===== src/rtl/i2c_raw_tx_if.sv =====
// ----------------------------------------------------------------------------
// i2c_raw_tx_if : bundle of command, byte-stream and bus-line signals of the
//                 write-only I2C bit generator.
//   slave  modport : the generator itself (i2c_raw_tx)
//   master modport : whatever issues commands, supplies bytes, and observes
//                    the SCL/SDA lines
// Signals:
//   i_start, i_addr[6:0]           command request and slave address
//   i_data[7:0], i_data_last,      byte stream, MSB first
//   i_data_valid, o_data_ready
//   i_sda_in                       sampled bus SDA level for ACK slots
//   o_scl, o_sda                   line levels (1 = released)
//   o_busy, o_done, o_nack         status
// ----------------------------------------------------------------------------
interface i2c_raw_tx_if;
   logic       i_start;
   logic [6:0] i_addr;
   logic [7:0] i_data;
   logic       i_data_last;
   logic       i_data_valid;
   logic       o_data_ready;
   logic       i_sda_in;
   logic       o_scl;
   logic       o_sda;
   logic       o_busy;
   logic       o_done;
   logic       o_nack;

   modport slave (
      input  i_start, i_addr, i_data, i_data_last, i_data_valid, i_sda_in,
      output o_data_ready, o_scl, o_sda, o_busy, o_done, o_nack
   );

   modport master (
      output i_start, i_addr, i_data, i_data_last, i_data_valid, i_sda_in,
      input  o_data_ready, o_scl, o_sda, o_busy, o_done, o_nack
   );
endinterface


===== src/rtl/i2c_raw_tx.sv =====
// ----------------------------------------------------------------------------
// i2c_raw_tx : single-master, write-only I2C bit generator.
//   Emits START, 7-bit address + W, one or more data bytes each followed by an
//   ACK slot, then STOP. One SCL bit lasts 4*CLK_DIV clock cycles.
// Ports:
//   i_clk    system clock, rising edge
//   i_reset  synchronous, active-low reset
//   io_bus   i2c_raw_tx_if.slave (command, byte stream, SCL/SDA, status)
// Parameters:
//   CLK_DIV  clk cycles per SCL quarter-period (>= 1)
// Build option:
//   I2C_TX_NACK_ABORT_EN  when defined, a NACK in any ACK slot ends the
//                         transfer with STOP right after that ACK cell.
// ----------------------------------------------------------------------------
module i2c_raw_tx #(
   parameter int unsigned CLK_DIV = 4
) (
   input  logic         i_clk,
   input  logic         i_reset,
   i2c_raw_tx_if.slave  io_bus
);

   localparam int unsigned    QW   = (CLK_DIV > 1) ? $clog2(CLK_DIV) : 1;
   localparam logic [QW-1:0]  QMAX = QW'(CLK_DIV - 1);

   typedef enum logic [2:0] {
      S_IDLE, S_START, S_ADDR, S_AACK, S_LOAD, S_DATA, S_DACK, S_STOP
   } state_t;

   state_t        r_state, w_next;
   logic [QW-1:0] r_qcnt;
   logic [1:0]    r_quarter;
   logic [2:0]    r_bitcnt;
   logic [7:0]    r_shift;
   logic          r_last;
   logic          r_nack;

   logic w_qend, w_timed, w_accept, w_take, w_abort;
   logic w_scl, w_sda, w_ready, w_done;

   assign w_qend   = (r_qcnt == QMAX);
   assign w_timed  = (r_state != S_IDLE) && (r_state != S_LOAD);
   assign w_accept = (r_state == S_IDLE) && io_bus.i_start;
   assign w_take   = (r_state == S_LOAD) && io_bus.i_data_valid;

`ifdef I2C_TX_NACK_ABORT_EN
   // r_nack is cleared on accept, so it reflects only slots of this transfer
   assign w_abort = r_nack;
`else
   assign w_abort = 1'b0;
`endif

   always_ff @(posedge i_clk) begin
      if (!i_reset) r_state <= S_IDLE;
      else          r_state <= w_next;
   end

   always_ff @(posedge i_clk) begin
      if (!i_reset) begin
         r_qcnt    <= '0;
         r_quarter <= '0;
         r_bitcnt  <= '0;
         r_shift   <= '0;
         r_last    <= 1'b0;
         r_nack    <= 1'b0;
      end else begin
         // quarter timer restarts on every state change
         if (!w_timed || (w_next != r_state)) begin
            r_qcnt    <= '0;
            r_quarter <= '0;
         end else if (w_qend) begin
            r_qcnt    <= '0;
            r_quarter <= r_quarter + 2'd1;
         end else begin
            r_qcnt    <= r_qcnt + 1'b1;
         end

         if (w_accept) begin
            r_shift  <= {io_bus.i_addr, 1'b0};
            r_bitcnt <= '0;
            r_nack   <= 1'b0;
         end else if (w_take) begin
            r_shift  <= io_bus.i_data;
            r_last   <= io_bus.i_data_last;
         end else if ((r_state == S_ADDR || r_state == S_DATA) &&
                      w_qend && r_quarter == 2'd3) begin
            r_shift  <= {r_shift[6:0], 1'b0};
            r_bitcnt <= r_bitcnt + 3'd1;
         end

         // slave drives ACK while SCL is high; sample at the end of Q2
         if ((r_state == S_AACK || r_state == S_DACK) &&
             w_qend && r_quarter == 2'd2 && io_bus.i_sda_in)
            r_nack <= 1'b1;
      end
   end

   always_comb begin
      w_next  = r_state;
      w_scl   = 1'b1;
      w_sda   = 1'b1;
      w_ready = 1'b0;
      w_done  = 1'b0;
      unique case (r_state)
         S_IDLE: begin
            if (io_bus.i_start) w_next = S_START;
         end
         S_START: begin
            w_scl = (r_quarter != 2'd2);
            w_sda = (r_quarter == 2'd0);
            if (w_qend && r_quarter == 2'd2) w_next = S_ADDR;
         end
         S_ADDR, S_DATA: begin
            w_scl = r_quarter[1];
            w_sda = r_shift[7];
            if (w_qend && r_quarter == 2'd3 && r_bitcnt == 3'd7)
               w_next = (r_state == S_ADDR) ? S_AACK : S_DACK;
         end
         S_AACK, S_DACK: begin
            w_scl = r_quarter[1];
            if (w_qend && r_quarter == 2'd3)
               w_next = (w_abort || (r_state == S_DACK && r_last)) ? S_STOP : S_LOAD;
         end
         S_LOAD: begin
            // SDA keeps the released level of the preceding ACK cell
            w_scl   = 1'b0;
            w_ready = 1'b1;
            if (io_bus.i_data_valid) w_next = S_DATA;
         end
         S_STOP: begin
            w_scl = (r_quarter != 2'd0);
            w_sda = (r_quarter == 2'd2);
            if (w_qend && r_quarter == 2'd2) begin
               w_done = 1'b1;
               w_next = S_IDLE;
            end
         end
         default: w_next = S_IDLE;
      endcase
   end

   assign io_bus.o_scl        = w_scl;
   assign io_bus.o_sda        = w_sda;
   assign io_bus.o_data_ready = w_ready;
   assign io_bus.o_done       = w_done;
   assign io_bus.o_busy       = (r_state != S_IDLE);
   assign io_bus.o_nack       = r_nack;

endmodule


===== src/flat_wrapper.sv =====
// flat-port wrapper written by rule: the top's interface ports become plain ports
module i2c_raw_tx_flat 
#(
   parameter int unsigned CLK_DIV = 4
)
  (i_clk, i_reset, io_bus_i_start, io_bus_i_addr, io_bus_i_data, io_bus_i_data_last, io_bus_i_data_valid, io_bus_i_sda_in, io_bus_o_data_ready, io_bus_o_scl, io_bus_o_sda, io_bus_o_busy, io_bus_o_done, io_bus_o_nack);
  i2c_raw_tx_if io_bus_i ();
  input  logic i_clk;
  input  logic i_reset;
  input wire logic [$bits(io_bus_i.i_start)-1:0] io_bus_i_start;
  input wire logic [$bits(io_bus_i.i_addr)-1:0] io_bus_i_addr;
  input wire logic [$bits(io_bus_i.i_data)-1:0] io_bus_i_data;
  input wire logic [$bits(io_bus_i.i_data_last)-1:0] io_bus_i_data_last;
  input wire logic [$bits(io_bus_i.i_data_valid)-1:0] io_bus_i_data_valid;
  input wire logic [$bits(io_bus_i.i_sda_in)-1:0] io_bus_i_sda_in;
  output wire logic [$bits(io_bus_i.o_data_ready)-1:0] io_bus_o_data_ready;
  output wire logic [$bits(io_bus_i.o_scl)-1:0] io_bus_o_scl;
  output wire logic [$bits(io_bus_i.o_sda)-1:0] io_bus_o_sda;
  output wire logic [$bits(io_bus_i.o_busy)-1:0] io_bus_o_busy;
  output wire logic [$bits(io_bus_i.o_done)-1:0] io_bus_o_done;
  output wire logic [$bits(io_bus_i.o_nack)-1:0] io_bus_o_nack;
  assign io_bus_i.i_start = io_bus_i_start;
  assign io_bus_i.i_addr = io_bus_i_addr;
  assign io_bus_i.i_data = io_bus_i_data;
  assign io_bus_i.i_data_last = io_bus_i_data_last;
  assign io_bus_i.i_data_valid = io_bus_i_data_valid;
  assign io_bus_i.i_sda_in = io_bus_i_sda_in;
  assign io_bus_o_data_ready = io_bus_i.o_data_ready;
  assign io_bus_o_scl = io_bus_i.o_scl;
  assign io_bus_o_sda = io_bus_i.o_sda;
  assign io_bus_o_busy = io_bus_i.o_busy;
  assign io_bus_o_done = io_bus_i.o_done;
  assign io_bus_o_nack = io_bus_i.o_nack;
  i2c_raw_tx #(.CLK_DIV(CLK_DIV)) u_core (.i_clk(i_clk), .i_reset(i_reset), .io_bus(io_bus_i));
endmodule

===== config.mk =====
export PLATFORM = sky130hd
export DESIGN_NAME = i2c_raw_tx_flat
export DESIGN_NICKNAME = d
export VERILOG_FILES = /design/src/rtl/i2c_raw_tx_if.sv /design/src/rtl/i2c_raw_tx.sv /design/src/flat_wrapper.sv
export SDC_FILE = /design/constraint.sdc
export NUM_CORES = 1
export LEC_CHECK = 0
export CAP_MARGIN = 20
export CORE_MARGIN = 5
export CORE_UTILIZATION = 52
export CTS_BUF_LIST = sky130_fd_sc_hd__clkbuf_2
export DETAILED_ROUTE_END_ITERATION = 16
export GPL_TIMING_DRIVEN = 0
export PLACE_DENSITY = 0.86
export SKIP_LAST_GASP = 1
export SLEW_MARGIN = 20
export SYNTH_ARGS = -nofsm -noshare
export SYNTH_HDL_FRONTEND = slang
export SYNTH_SLANG_ARGS = --single-unit

===== constraint.sdc =====
create_clock -name i_clk -period 2.4 [get_ports i_clk]
set_clock_uncertainty 0.2 [all_clocks]
set_input_delay 0.36 -clock i_clk [delete_from_list [all_inputs] [get_ports i_clk]]
set_output_delay 0.36 -clock i_clk [all_outputs]
set_load 0.05 [all_outputs]

Word level (Yosys, flattened, before mapping)

Index checks and enable logic that the tools add are counted.

Flip-flop bits (word level): 20
Input port bits: 21
Output and inout port bits: 6
Word-level logic and storage cells: 78

Add/subtract/negate cells: 3
Eq/ne operators: 14
Muxes and demuxes: 19
Bitwise gates (word level): 3
Reductions and logical operators: 31

Operators with widths:

| kind                  | number |
|---|---|
| $mux W8               | 3 |
| $mux W3               | 7 |
| $pmux W3 S6           | 1 |
| $eq A3 B3 Y1 const B  | 5 |
| $logic_and A1 B1 Y1   | 12 |
| $reduce_or A2 Y1      | 4 |
| $eq A2 B2 Y1 const B  | 3 |
| $eq A3 B2 Y1 const B  | 2 |
| $reduce_bool A2 Y1    | 3 |
| $reduce_bool A3 Y1    | 2 |
| $mux W1               | 5 |
| $add A2 B1 Y2 const B | 2 |
| $pmux W1 S4           | 1 |
| $reduce_and A2 Y1     | 2 |
| $reduce_or A4 Y1      | 1 |
| $add A3 B1 Y3 const B | 1 |
| $eq A3 B1 Y1 const B  | 1 |
| $logic_not A3 Y1      | 1 |
| $logic_or A1 B1 Y1    | 3 |
| $ne A3 B3 Y1          | 1 |
| $ne A3 B3 Y1 const B  | 1 |
| $not A1 Y1            | 3 |
| $pmux W1 S3           | 1 |
| $reduce_or A3 Y1      | 1 |
| 4 further kinds       | 4 |

Depth between registers and ports, before layout

Gate-level depths: netlist (run 1).

Word-level depth: 8
Depth in mapped cells: 6
Depth with buffers taken out: 6

Worst setup path before layout (run 1)

No wires, ideal clock.

Path type: register -> output
From: reg u_core.r_state[1]
To: out io_bus_o_scl
Arrival time: 1.932 ns
Required time: 1.840 ns
Path slack: -0.092 ns
Cell stages (with the launch flop): 5
Path buffers: 2
Path through: dfxtp_1 -> buf_2 -> buf_1 -> o21ai_0 -> o21ai_0

Cells in the longest elaborated chain, start to end: 3
Elaborated cells between the ends (all ways): 9
Classes of those cells: eq/ne (7); mux (1); reduce/logical (1)

RTL lines:

| what                                                | line               | source |
|---|---|---|
| from (decl)                                         | i2c_raw_tx.sv:30   | `state_t r_state, w_next;` |
| from (signal assigned)                              | i2c_raw_tx.sv:55   | `else r_state <= w_next;` |
| $eq A3 B3 Y1 / $eq A3 B2 Y1 (equally long branches) | i2c_raw_tx.sv:104  | `unique case (r_state)` |
| $reduce_or A4 Y1 (no source line)                   | n/a                |  |
| $pmux W1 S4 *                                       | i2c_raw_tx.sv:104  |  |
| to (decl)                                           | flat_wrapper.sv:17 | `output wire logic [$bits(io_bus_i.o_scl)-1:0] io_bus_o_scl;` |

Mark *: on every way between the ends. The rest lies on a longest branch, timed or not.

Worst setup path in the final report (run 1)

From: reg u_core.r_state[2]
To: out io_bus_o_sda

Cells in the longest elaborated chain, start to end: 3
Elaborated cells between the ends (all ways): 6
Classes of those cells: eq/ne (4); mux (1); reduce/logical (1)

RTL lines:

| what                                                | line               | source |
|---|---|---|
| $eq A3 B3 Y1 / $eq A3 B2 Y1 (equally long branches) | i2c_raw_tx.sv:104  |  |
| $reduce_or A2 Y1                                    | i2c_raw_tx.sv:104  |  |
| $pmux W1 S3 *                                       | i2c_raw_tx.sv:104  |  |
| to (decl)                                           | flat_wrapper.sv:18 | `output wire logic [$bits(io_bus_i.o_sda)-1:0] io_bus_o_sda;` |

Marked as above.

==> results of run 1 <==
registers in the layout (all words and copies together), names as in the netlist:
register              flops
u_core.io_bus.o_nack      1
u_core.r_bitcnt           3
u_core.r_last             1
u_core.r_qcnt             2
u_core.r_quarter          2
u_core.r_shift            8
u_core.r_state            3
cells by family (layout without fill, tap and decap cells):
logic type	count (synthesis)	in the layout	share of synthesized area, %
compound gates	26	26	15.7
xor+xnor	3	3	2.17
fa+ha+maj	6	6	6.20
buf+inv	12	40	4.75
flops	20	20	33.1
mux	22	22	18.9
simple gates	39	39	19.2
routing by layer:
layer / GRT usage (%) / part of all wire [%] / wire, microns / vias to the layer above
li1: - / - / - / 521
met1: 21.8 / 44 / 1210 / 469
met2: 28.7 / 48 / 1320 / 38
met3: 3.79 / 6.8 / 188 / 4
met4: 3.97 / 1.1 / 31 / 0
met5: 0 / 0 / 0 / -
power by group:
part | internal (mW) | switching, mW | leakage (nW)
Clock | 0.144 | 0.110 | 0.0266
Combinational | 0.0518 | 0.0419 | 0.410
Sequential | 0.341 | 0.00644 | 0.163
per-stage QoR:
stage	instances	total power, mW	setup slack (ns)
2_1_floorplan	128	0.402	0.104
3_3_place_gp	181	0.445	-0.0657
3_5_place_dp	181	0.449	-0.135
4_1_cts	185	0.697	-0.245
5_1_grt	184	0.720	0.00759
6_report	184	0.695	0.115
layout by cell type, fill, tap and decap left out, types with 4 or more instances in the layout:
cell / Yosys / final
inv_1: 4 / 4
clkdlybuf4s50_1: 0 / 20
clkbuf_2: 0 / 5
nor3_1: 6 / 6
nor2_1: 8 / 8
dfxtp_1: 20 / 18
o2bb2ai_1: 7 / 7
ha_1: 6 / 6
buf_2: 4 / 4
mux2i_1: 15 / 15
nand2_1: 6 / 6
a21oi_1: 6 / 6
mux2_2: 5 / 5
worst paths after layout:
kind                      from                 to  cells past startpoint
max          u_core.r_state[2]       io_bus_o_sda                      6
min                    i_reset  u_core.r_state[0]                      3
max reg2reg   u_core.r_qcnt[0]  u_core.r_shift[4]                      5
min reg2reg   u_core.r_qcnt[0]   u_core.r_qcnt[0]                      1
area by class of cell:
cell class              instances  area, sq um  area share, %
plain buffers                   7         42.5           2.78
clock buffers                   3         15.0          0.980
clock inverters                 1         30.0           1.96
inverters                       4         15.0          0.980
multi-input cells              96          757           49.4
flip-flops and latches         20          403           26.3
well taps                      28         35.0           2.29
repair buffers                 25          234           15.3
repair_timing:
item | in CTS | in global routing
pin swaps | 0 | 0
setup endpoints to repair | 5 | 4
setup buffers | 0 | 0
gates resized for setup | 14 | 13
cell usage after synthesis, drive strengths merged, types with 4 or more instances:
master   instances
a21oi            7
mux2             7
o2bb2ai          7
nor2             8
o21ai            6
mux2i           15
ha               6
nand2            6
buf              6
nor3             6
dfxtp           20
inv              4
worst register-to-register path: stages (launching register included):
cell and delay (ns):
dfxtp_1 0.39, ha_1 0.41, nand2_1 0.21, a21oi_4 0.28, o21ai_2 0.17, o2bb2ai_1 0.19
==> metrics.txt, run 1 <==
result of the run=complete, no violations; Seq cells post-synth=20; Fin. Hold Viols=0; Slowest cell on crit path=or3_1; Syn Area/Cell=9.46 sq um; Via density=5.61; reg2reg setup slack=0.50 ns; Initial Util=54.8%; RSZ-0062 raised after global routing=false; TritonCTS Sinks=20; worst skew pair latency=0.32 ns; clock buffer depth=2; fraction of registers with async set/reset=0%; final period utilization=95.2%; Final min period=2.28 ns; TritonCTS clock tree=done; Max-cap violations=0; Peak Freq=438 MHz; Final Max Tran Viols=0; Distinct cells, synth=38; full die area=3390 sq um; layout cells sized above 1=17.3%; drt pass-1 iters=4; Static Leakage=0.599 nW; worst hold slack=0.230 ns; Synth Flop Type=dfxtp_1; share of the synthesized area in the top cell type=33.1%; Clk pin slew, worst setup/hold paths=0.20 ns; CTS root buf=clkbuf_2; routed via count=1,032; Top delay family on crit path=buffers and inverters; WL/cell=14.9 microns; Mapped Nets=155; IO Pins=27; Finished Core Util=69.2%; Fill cells=165; Setup Crit Path Kind=reg2out; hold_buf cts=0; Die Span Y=58.3 microns; fin nets=184; DP Wirelength=2.01 mm; Core Area=2210 sq um; Worst Setup End Kind=output pin; routability congestion estimate=0.835; Max transition margin=63.8%; Tightest Pin Transition=0.538 ns; Cells after Synth=128; Post-Synthesis Cell Area=1210 sq um; largest net degree at the start of global routing=13; gr ovfl total=0; final number of setup-violating endpoints=0; PwrDens=454 nW/um^2; ranking of synthesized cells by area=dfxtp_1 33%, mux2i_1 12%, ha_1 6.2%; Worst Path Max Fanout=10; CTS buffer count=3; WP data required=1.84 ns; row cnt=17; worst-path cell chain=buf_6 -> buf_2 -> or3_1 -> o21ai_2 -> a21oi_1 -> buf_4; Synth Warn #=0; WP data arrival=1.72 ns; drt drc=0; port bufs=25; DRT antenna net count=0; EDFF count, synth=0; Bufs and invs on worst path=3; vias in the first global route=1,032; Final Cell Area=1530 sq um; final wirelength=2.75 mm; Largest stage delay, worst path=0.38 ns; Die X=58.3 microns; H-tree levels=1; Total GRT Usage=17.0%; Critical Path Start Type=flip-flop; sequential-to-total area share from yosys stat=33.1%; first-pass GRT wire length=4.57 mm; area post-placement=1500 sq um; final setup TNS=0 ns; hold crit path type=in2reg; P&R area growth vs syn=26.4%; initial DRC count=33; area leader, netlist=dfxtp_1; Max VDD drop=434 uV; initial antenna violation count=0; n_diodes=0
(Power assumes the default switching activity.)
==> run 2, diff against run 1 <==
- HOLD_SLACK_MARGIN: unset -> 0.05
==> results of run 2 <==
No change in the layout: final DEF, timing and power equal those of run 1.
